### src/rtl/instruction_fetch_unit_if.sv
// Fetch-side bus bundle: instruction-memory port, redirect input and decode handshake.
// Perf counter ports exist only when FETCH_PERF_CNT_EN is defined.
interface instruction_fetch_unit_if;
  logic [31:0] instr_addr_o;
  logic [31:0] instr_i;
  logic        redirect_i;
  logic [31:0] redirect_pc_i;
  logic        if_valid_o;
  logic        if_ready_i;
  logic [31:0] if_instr_o;
  logic [31:0] if_pc_o;
  logic [31:0] if_pc_plus4_o;
  logic        fetch_done_o;
`ifdef FETCH_PERF_CNT_EN
  logic [31:0] perf_fetch_cnt_o;
  logic [31:0] perf_stall_cnt_o;
`endif

  modport master (
    output instr_addr_o, if_valid_o, if_instr_o, if_pc_o, if_pc_plus4_o, fetch_done_o,
`ifdef FETCH_PERF_CNT_EN
    output perf_fetch_cnt_o, perf_stall_cnt_o,
`endif
    input  instr_i, redirect_i, redirect_pc_i, if_ready_i
  );

  modport slave (
    input  instr_addr_o, if_valid_o, if_instr_o, if_pc_o, if_pc_plus4_o, fetch_done_o,
`ifdef FETCH_PERF_CNT_EN
    input  perf_fetch_cnt_o, perf_stall_cnt_o,
`endif
    output instr_i, redirect_i, redirect_pc_i, if_ready_i
  );
endinterface

### src/rtl/instruction_fetch_unit.sv
// Fetch stage: owns the PC, captures {instr, pc} into a small FIFO, feeds decode.
// Optional fetch/stall performance counters are enabled with FETCH_PERF_CNT_EN.
module instruction_fetch_unit #(
  parameter logic [31:0] RESET_PC   = 32'h0000_0000,
  parameter int          DEPTH      = 2,
  parameter int          IMEM_WORDS = 65
) (
  input logic                       clk_i,
  input logic                       rst_i,
  instruction_fetch_unit_if.master  bus
);
  localparam int              PTR_W    = (DEPTH > 1) ? $clog2(DEPTH) : 1;
  localparam int              CNT_W    = $clog2(DEPTH + 1);
  localparam logic [32:0]     PC_LIMIT = 33'(IMEM_WORDS) * 33'd4;
  localparam logic [CNT_W-1:0] FULL    = CNT_W'(DEPTH);

  logic [31:0]      pc_reg, pc_next;
  logic [CNT_W-1:0] count_reg, count_next;
  logic [PTR_W-1:0] rd_ptr_reg, rd_ptr_next;
  logic [PTR_W-1:0] wr_ptr_reg, wr_ptr_next;
  logic [31:0]      instr_mem [DEPTH];
  logic [31:0]      pc_mem    [DEPTH];

  logic in_range, valid, pop, push;

  // 33-bit compare keeps the limit unsigned even for large memories
  assign in_range = ({1'b0, pc_reg} < PC_LIMIT);
  assign valid    = (count_reg != '0) & ~bus.redirect_i;
  assign pop      = valid & bus.if_ready_i;
  assign push     = in_range & ((count_reg != FULL) | pop) & ~bus.redirect_i;

  always_comb begin
    pc_next     = pc_reg;
    count_next  = count_reg;
    rd_ptr_next = rd_ptr_reg;
    wr_ptr_next = wr_ptr_reg;
    if (bus.redirect_i) begin
      pc_next     = {bus.redirect_pc_i[31:2], 2'b00};
      count_next  = '0;
      rd_ptr_next = '0;
      wr_ptr_next = '0;
    end else begin
      if (push) begin
        pc_next     = pc_reg + 32'd4;
        wr_ptr_next = wr_ptr_reg + PTR_W'(1);
      end
      if (pop) begin
        rd_ptr_next = rd_ptr_reg + PTR_W'(1);
      end
      count_next = count_reg + CNT_W'(push) - CNT_W'(pop);
    end
  end

  always_ff @(posedge clk_i or posedge rst_i) begin
    if (rst_i) begin
      pc_reg     <= RESET_PC;
      count_reg  <= '0;
      rd_ptr_reg <= '0;
      wr_ptr_reg <= '0;
    end else begin
      pc_reg     <= pc_next;
      count_reg  <= count_next;
      rd_ptr_reg <= rd_ptr_next;
      wr_ptr_reg <= wr_ptr_next;
    end
  end

  // Entries are cleared on reset so the head outputs are defined while empty
  always_ff @(posedge clk_i or posedge rst_i) begin
    if (rst_i) begin
      for (int i = 0; i < DEPTH; i++) begin
        instr_mem[i] <= '0;
        pc_mem[i]    <= '0;
      end
    end else if (push) begin
      instr_mem[wr_ptr_reg] <= bus.instr_i;
      pc_mem[wr_ptr_reg]    <= pc_reg;
    end
  end

  assign bus.instr_addr_o  = pc_reg;
  assign bus.if_valid_o    = valid;
  assign bus.if_instr_o    = instr_mem[rd_ptr_reg];
  assign bus.if_pc_o       = pc_mem[rd_ptr_reg];
  assign bus.if_pc_plus4_o = pc_mem[rd_ptr_reg] + 32'd4;
  assign bus.fetch_done_o  = ~in_range & (count_reg == '0);

`ifdef FETCH_PERF_CNT_EN
  logic [31:0] fetch_cnt_reg, stall_cnt_reg;

  always_ff @(posedge clk_i or posedge rst_i) begin
    if (rst_i) begin
      fetch_cnt_reg <= '0;
      stall_cnt_reg <= '0;
    end else begin
      if (push)
        fetch_cnt_reg <= fetch_cnt_reg + 32'd1;
      if ((count_reg == FULL) & ~pop & ~bus.redirect_i)
        stall_cnt_reg <= stall_cnt_reg + 32'd1;
    end
  end

  assign bus.perf_fetch_cnt_o = fetch_cnt_reg;
  assign bus.perf_stall_cnt_o = stall_cnt_reg;
`endif
endmodule

### src/flat_wrapper.sv
// flat-port wrapper written by rule: the top's interface ports become plain ports
module instruction_fetch_unit_flat 
#(
  parameter logic [31:0] RESET_PC   = 32'h0000_0000,
  parameter int          DEPTH      = 2,
  parameter int          IMEM_WORDS = 65
)
  (clk_i, rst_i, bus_instr_addr_o, bus_if_valid_o, bus_if_instr_o, bus_if_pc_o, bus_if_pc_plus4_o, bus_fetch_done_o, bus_instr_i, bus_redirect_i, bus_redirect_pc_i, bus_if_ready_i);
  instruction_fetch_unit_if bus_i ();
  input logic clk_i;
  input logic rst_i;
  output wire logic [$bits(bus_i.instr_addr_o)-1:0] bus_instr_addr_o;
  output wire logic [$bits(bus_i.if_valid_o)-1:0] bus_if_valid_o;
  output wire logic [$bits(bus_i.if_instr_o)-1:0] bus_if_instr_o;
  output wire logic [$bits(bus_i.if_pc_o)-1:0] bus_if_pc_o;
  output wire logic [$bits(bus_i.if_pc_plus4_o)-1:0] bus_if_pc_plus4_o;
  output wire logic [$bits(bus_i.fetch_done_o)-1:0] bus_fetch_done_o;
  input wire logic [$bits(bus_i.instr_i)-1:0] bus_instr_i;
  input wire logic [$bits(bus_i.redirect_i)-1:0] bus_redirect_i;
  input wire logic [$bits(bus_i.redirect_pc_i)-1:0] bus_redirect_pc_i;
  input wire logic [$bits(bus_i.if_ready_i)-1:0] bus_if_ready_i;
  assign bus_instr_addr_o = bus_i.instr_addr_o;
  assign bus_if_valid_o = bus_i.if_valid_o;
  assign bus_if_instr_o = bus_i.if_instr_o;
  assign bus_if_pc_o = bus_i.if_pc_o;
  assign bus_if_pc_plus4_o = bus_i.if_pc_plus4_o;
  assign bus_fetch_done_o = bus_i.fetch_done_o;
  assign bus_i.instr_i = bus_instr_i;
  assign bus_i.redirect_i = bus_redirect_i;
  assign bus_i.redirect_pc_i = bus_redirect_pc_i;
  assign bus_i.if_ready_i = bus_if_ready_i;
  instruction_fetch_unit #(.RESET_PC(RESET_PC), .DEPTH(DEPTH), .IMEM_WORDS(IMEM_WORDS)) u_core (.clk_i(clk_i), .rst_i(rst_i), .bus(bus_i));
endmodule
### config.mk
export PLATFORM = sky130hd
export DESIGN_NAME = instruction_fetch_unit_flat
export DESIGN_NICKNAME = d
export VERILOG_FILES = /design/src/rtl/instruction_fetch_unit_if.sv /design/src/rtl/instruction_fetch_unit.sv /design/src/flat_wrapper.sv
export SDC_FILE = /design/constraint.sdc
export NUM_CORES = 1
export LEC_CHECK = 0
export CAP_MARGIN = 20
export CORE_ASPECT_RATIO = 1.1
export CORE_UTILIZATION = 30
export CTS_CLUSTER_DIAMETER = 60
export DETAILED_ROUTE_END_ITERATION = 7
export SLEW_MARGIN = 10
export SYNTH_ARGS = -nofsm -noshare
export SYNTH_HDL_FRONTEND = slang
export SYNTH_SLANG_ARGS = --single-unit
### constraint.sdc
create_clock -name clk_i -period 5.8 [get_ports clk_i]
set_input_delay 1.16 -clock clk_i [delete_from_list [all_inputs] [get_ports clk_i]]
set_output_delay 1.16 -clock clk_i [all_outputs]
set_load 0.02 [all_outputs]
==> flow_summary.yaml <==
cts:
  numCtsBuffers: 17
  htreeDepth: 4
  cts_buffer_depth: 2
  holdBufCountCts: 0
  cts_tree: "built"
  clock-root-buffer: "clkbuf_16"
  worstSkewPairLatency_ns: 0.42
  clkTransAtPathRegs_ns: 0.06
  cts_setup_buffers: 0
  clock_sinks: 158
  cts_resized: 0
drt:
  drc_errors: 10
  routed_via_density: 4.59
  drtIter0Drc: 194
  drtPass1Iterations: 8
  antenna_left: 0
  vias: 5055
  routed_wirelength_microns: 17700
  wl_per_cell_microns: 16.0
synth:
  synthCells: 588
  synth-seq-cells: 158
  synth.largest_area_cell: "dfrtp_1"
  synthesis.area_sq_um: 7470
  synth-edff-count: 0
  avgSynthCellArea_sq_um: 12.7
  synth_area_leaders: "dfrtp_1 (53%), mux2_2 (22%), nor2b_1 (4.4%)"
  ys.flop_type: "dfrtp_1"
  ys_seq_area_share_pct: 53.0
  yosys.area.top_type_share_pct: 53.0
  synthArstFlopShare_pct: 100
  ys_warn_count: 0
  ys_types: 47
sta:
  worst_hold_slack_ns: 0.496
  fmax_mhz: 203
  fin_crit_sh_pct: 84.8
  tns_ns: 0
  rsz0062_at_grt: "false"
  max-slew-margin-rel_pct: 41.3
  layout_min_cycle_time_ns: 4.92
  tightestPinTransition_ns: 0.880
  hold_violations: 0
  final-setup-viol-count: 0
  worst_clock_skew_ns: 0.0121
  slew_viol_final: 0
cells_and_area:
  nFillCells: 2380
  largest_reg_flops: 64
  layout_common_cells: "clkdlybuf4s50_1 (188), dfrtp_1 (157), mux2_2 (149)"
  final_common_cell: "clkdlybuf4s50_1"
  area_growth_pct: 37.2
  drive_above_1_share_pct: 24.9
  diodes: 0
  final_nets: 851
  top_register: "u_core.instr_mem"
  instances_no_fill: 1101
  post-route-util_pct: 41.8
global_route:
  grt_overflow: 0
  antenna_found_initial: 0
  grt_pass1_vias: 5492
  grt_pass1_wl_microns: 29400
  grt_usage_pct: 14.6
  grt_max_degree: 96
worst_setup_path:
  slowest_delay_ns: 0.86
  cp_data_required_time_ns: 4.64
  arrival_ns: 3.76
  cp-start-kind: "flip-flop"
  reg2reg_depth: 6
  path_max_fanout: 54
  critPathSlowestCell: "dfrtp_4"
  end_kind: "output port"
  crit_type: "flip-flop to output port"
  cp_cell_sequence: "nand4_1 -> a2111oi_1 -> nand3_2 -> nor4_1 -> xor2_1 -> clkdlybuf4s50_1"
placement:
  place_congestion: 0.768
  portBuffers: 189
  dpl.cell_count: 1069
  post-dp-hpwl_microns: 12200
run_status:
  violations: "DRC"
  outcome: "finished, violations left"
floorplanning:
  core_area_sq_um: 24500
  die_area_sq_um: 25500
  row_count: 60
  start_util_pct: 30.5
  ios: 198
  fp.dieH_microns: 167
  die_x_microns: 152
job:
  cap_violations: 0
power_and_ir_drop:
  leakagePower_nw: 4.63
  power.total_mw: 2.52
  ir_drop_uv: 196
  power_density_nw_per_um2: 246
hold_path:
  holdPathStages: 1
  hp-class: "flip-flop to flip-flop"
==> area by class of cell <==
class	instances	area, sq um	share of cell area (%)
repair buffers	199	1960	19.2
clock buffers	20	447	4.36
well taps	310	388	3.79
flip-flops and latches	158	3960	38.6
multi-input cells	380	3240	31.7
clock inverters	12	156	1.53
inverters	22	87.6	0.855
==> report_power, final <==
| part | leakage (nW) | switching, mW | internal (mW) |
|---|---|---|---|
| registers | 2.13 | 0.0269 | 1.13 |
| clock network | 0.283 | 0.458 | 0.692 |
| logic | 2.22 | 0.101 | 0.115 |
==> cells in the mapped netlist, drive strengths merged (2+ instances only) <==
cell type	instances
a2111oi	2
a211oi	2
a21oi	3
a22oi	3
and2	3
buf	25
clkbuf	8
dfrtp	158
ha	5
inv	22
mux2	149
mux2i	14
nand2	22
nand2b	3
nand3	11
nand3b	3
nand4	9
nand4b	4
nor2	14
nor2b	52
nor3	7
nor4	12
o2111ai	2
o21ai	8
xnor2	24
xor2	9
==> per-stage QoR <==
stage | setup WS, ns | area [sq um]
after global placement | 1.38 | 9640
after floorplan | 0.377 | 7480
after detailed placement | 1.37 | 9640
after global routing | 0.595 | 10200
after CTS | 0.895 | 10200
final | 0.883 | 10200
==> worst max-delay path: cells and delay by family (launching register included) <==
family | cells | cell delay, ns
AND/OR/NAND/NOR | 3 | 0.97
flip-flops | 1 | 0.86
XOR/XNOR | 1 | 0.21
buffers and inverters | 1 | 0.63
AO/OA/AOI/OAI | 1 | 0.65
==> kinds of logic (layout without fill, tap and decap cells) <==
family	count (synthesis)	in the layout	share of synthesized area, %
flip-flops	158	158	53.0
adder cells (fa/ha/maj)	5	5	0.838
AO/OA/AOI/OAI	28	28	2.70
multiplexers	163	163	24.4
AND/OR/NAND/NOR	145	145	11.4
other	1	6	0.0502
XOR/XNOR	33	33	3.87
buffers and inverters	55	253	3.87
==> metal layers <==
layer  vias up  routed length [microns]  GRT usage, %  part of all wire [%]
li1       2413                        -             -                     -
met1      2477                     7960          18.4                    45
met2       152                     8020          22.9                    45
met3        13                     1490          5.56                   8.4
met4         0                      184          4.79                   1.0
met5         -                        0             0                     0
==> path summary, 6_finish.rpt <==
kind                                                   from                    end  slack, ns
min in group asynchronous                             rst_i   u_core.instr_mem[61]       1.30
worst min register to register            u_core.pc_mem[54]      u_core.pc_mem[54]       0.50
worst min-delay path                      u_core.pc_mem[54]      u_core.pc_mem[54]       0.50
worst max-delay path                      u_core.rd_ptr_reg  bus_if_pc_plus4_o[29]       0.88
max in group asynchronous                             rst_i      u_core.wr_ptr_reg       3.49
worst max register to register  u_core.bus.instr_addr_o[15]   u_core.instr_mem[14]       2.81
(Power assumes the default switching activity.)
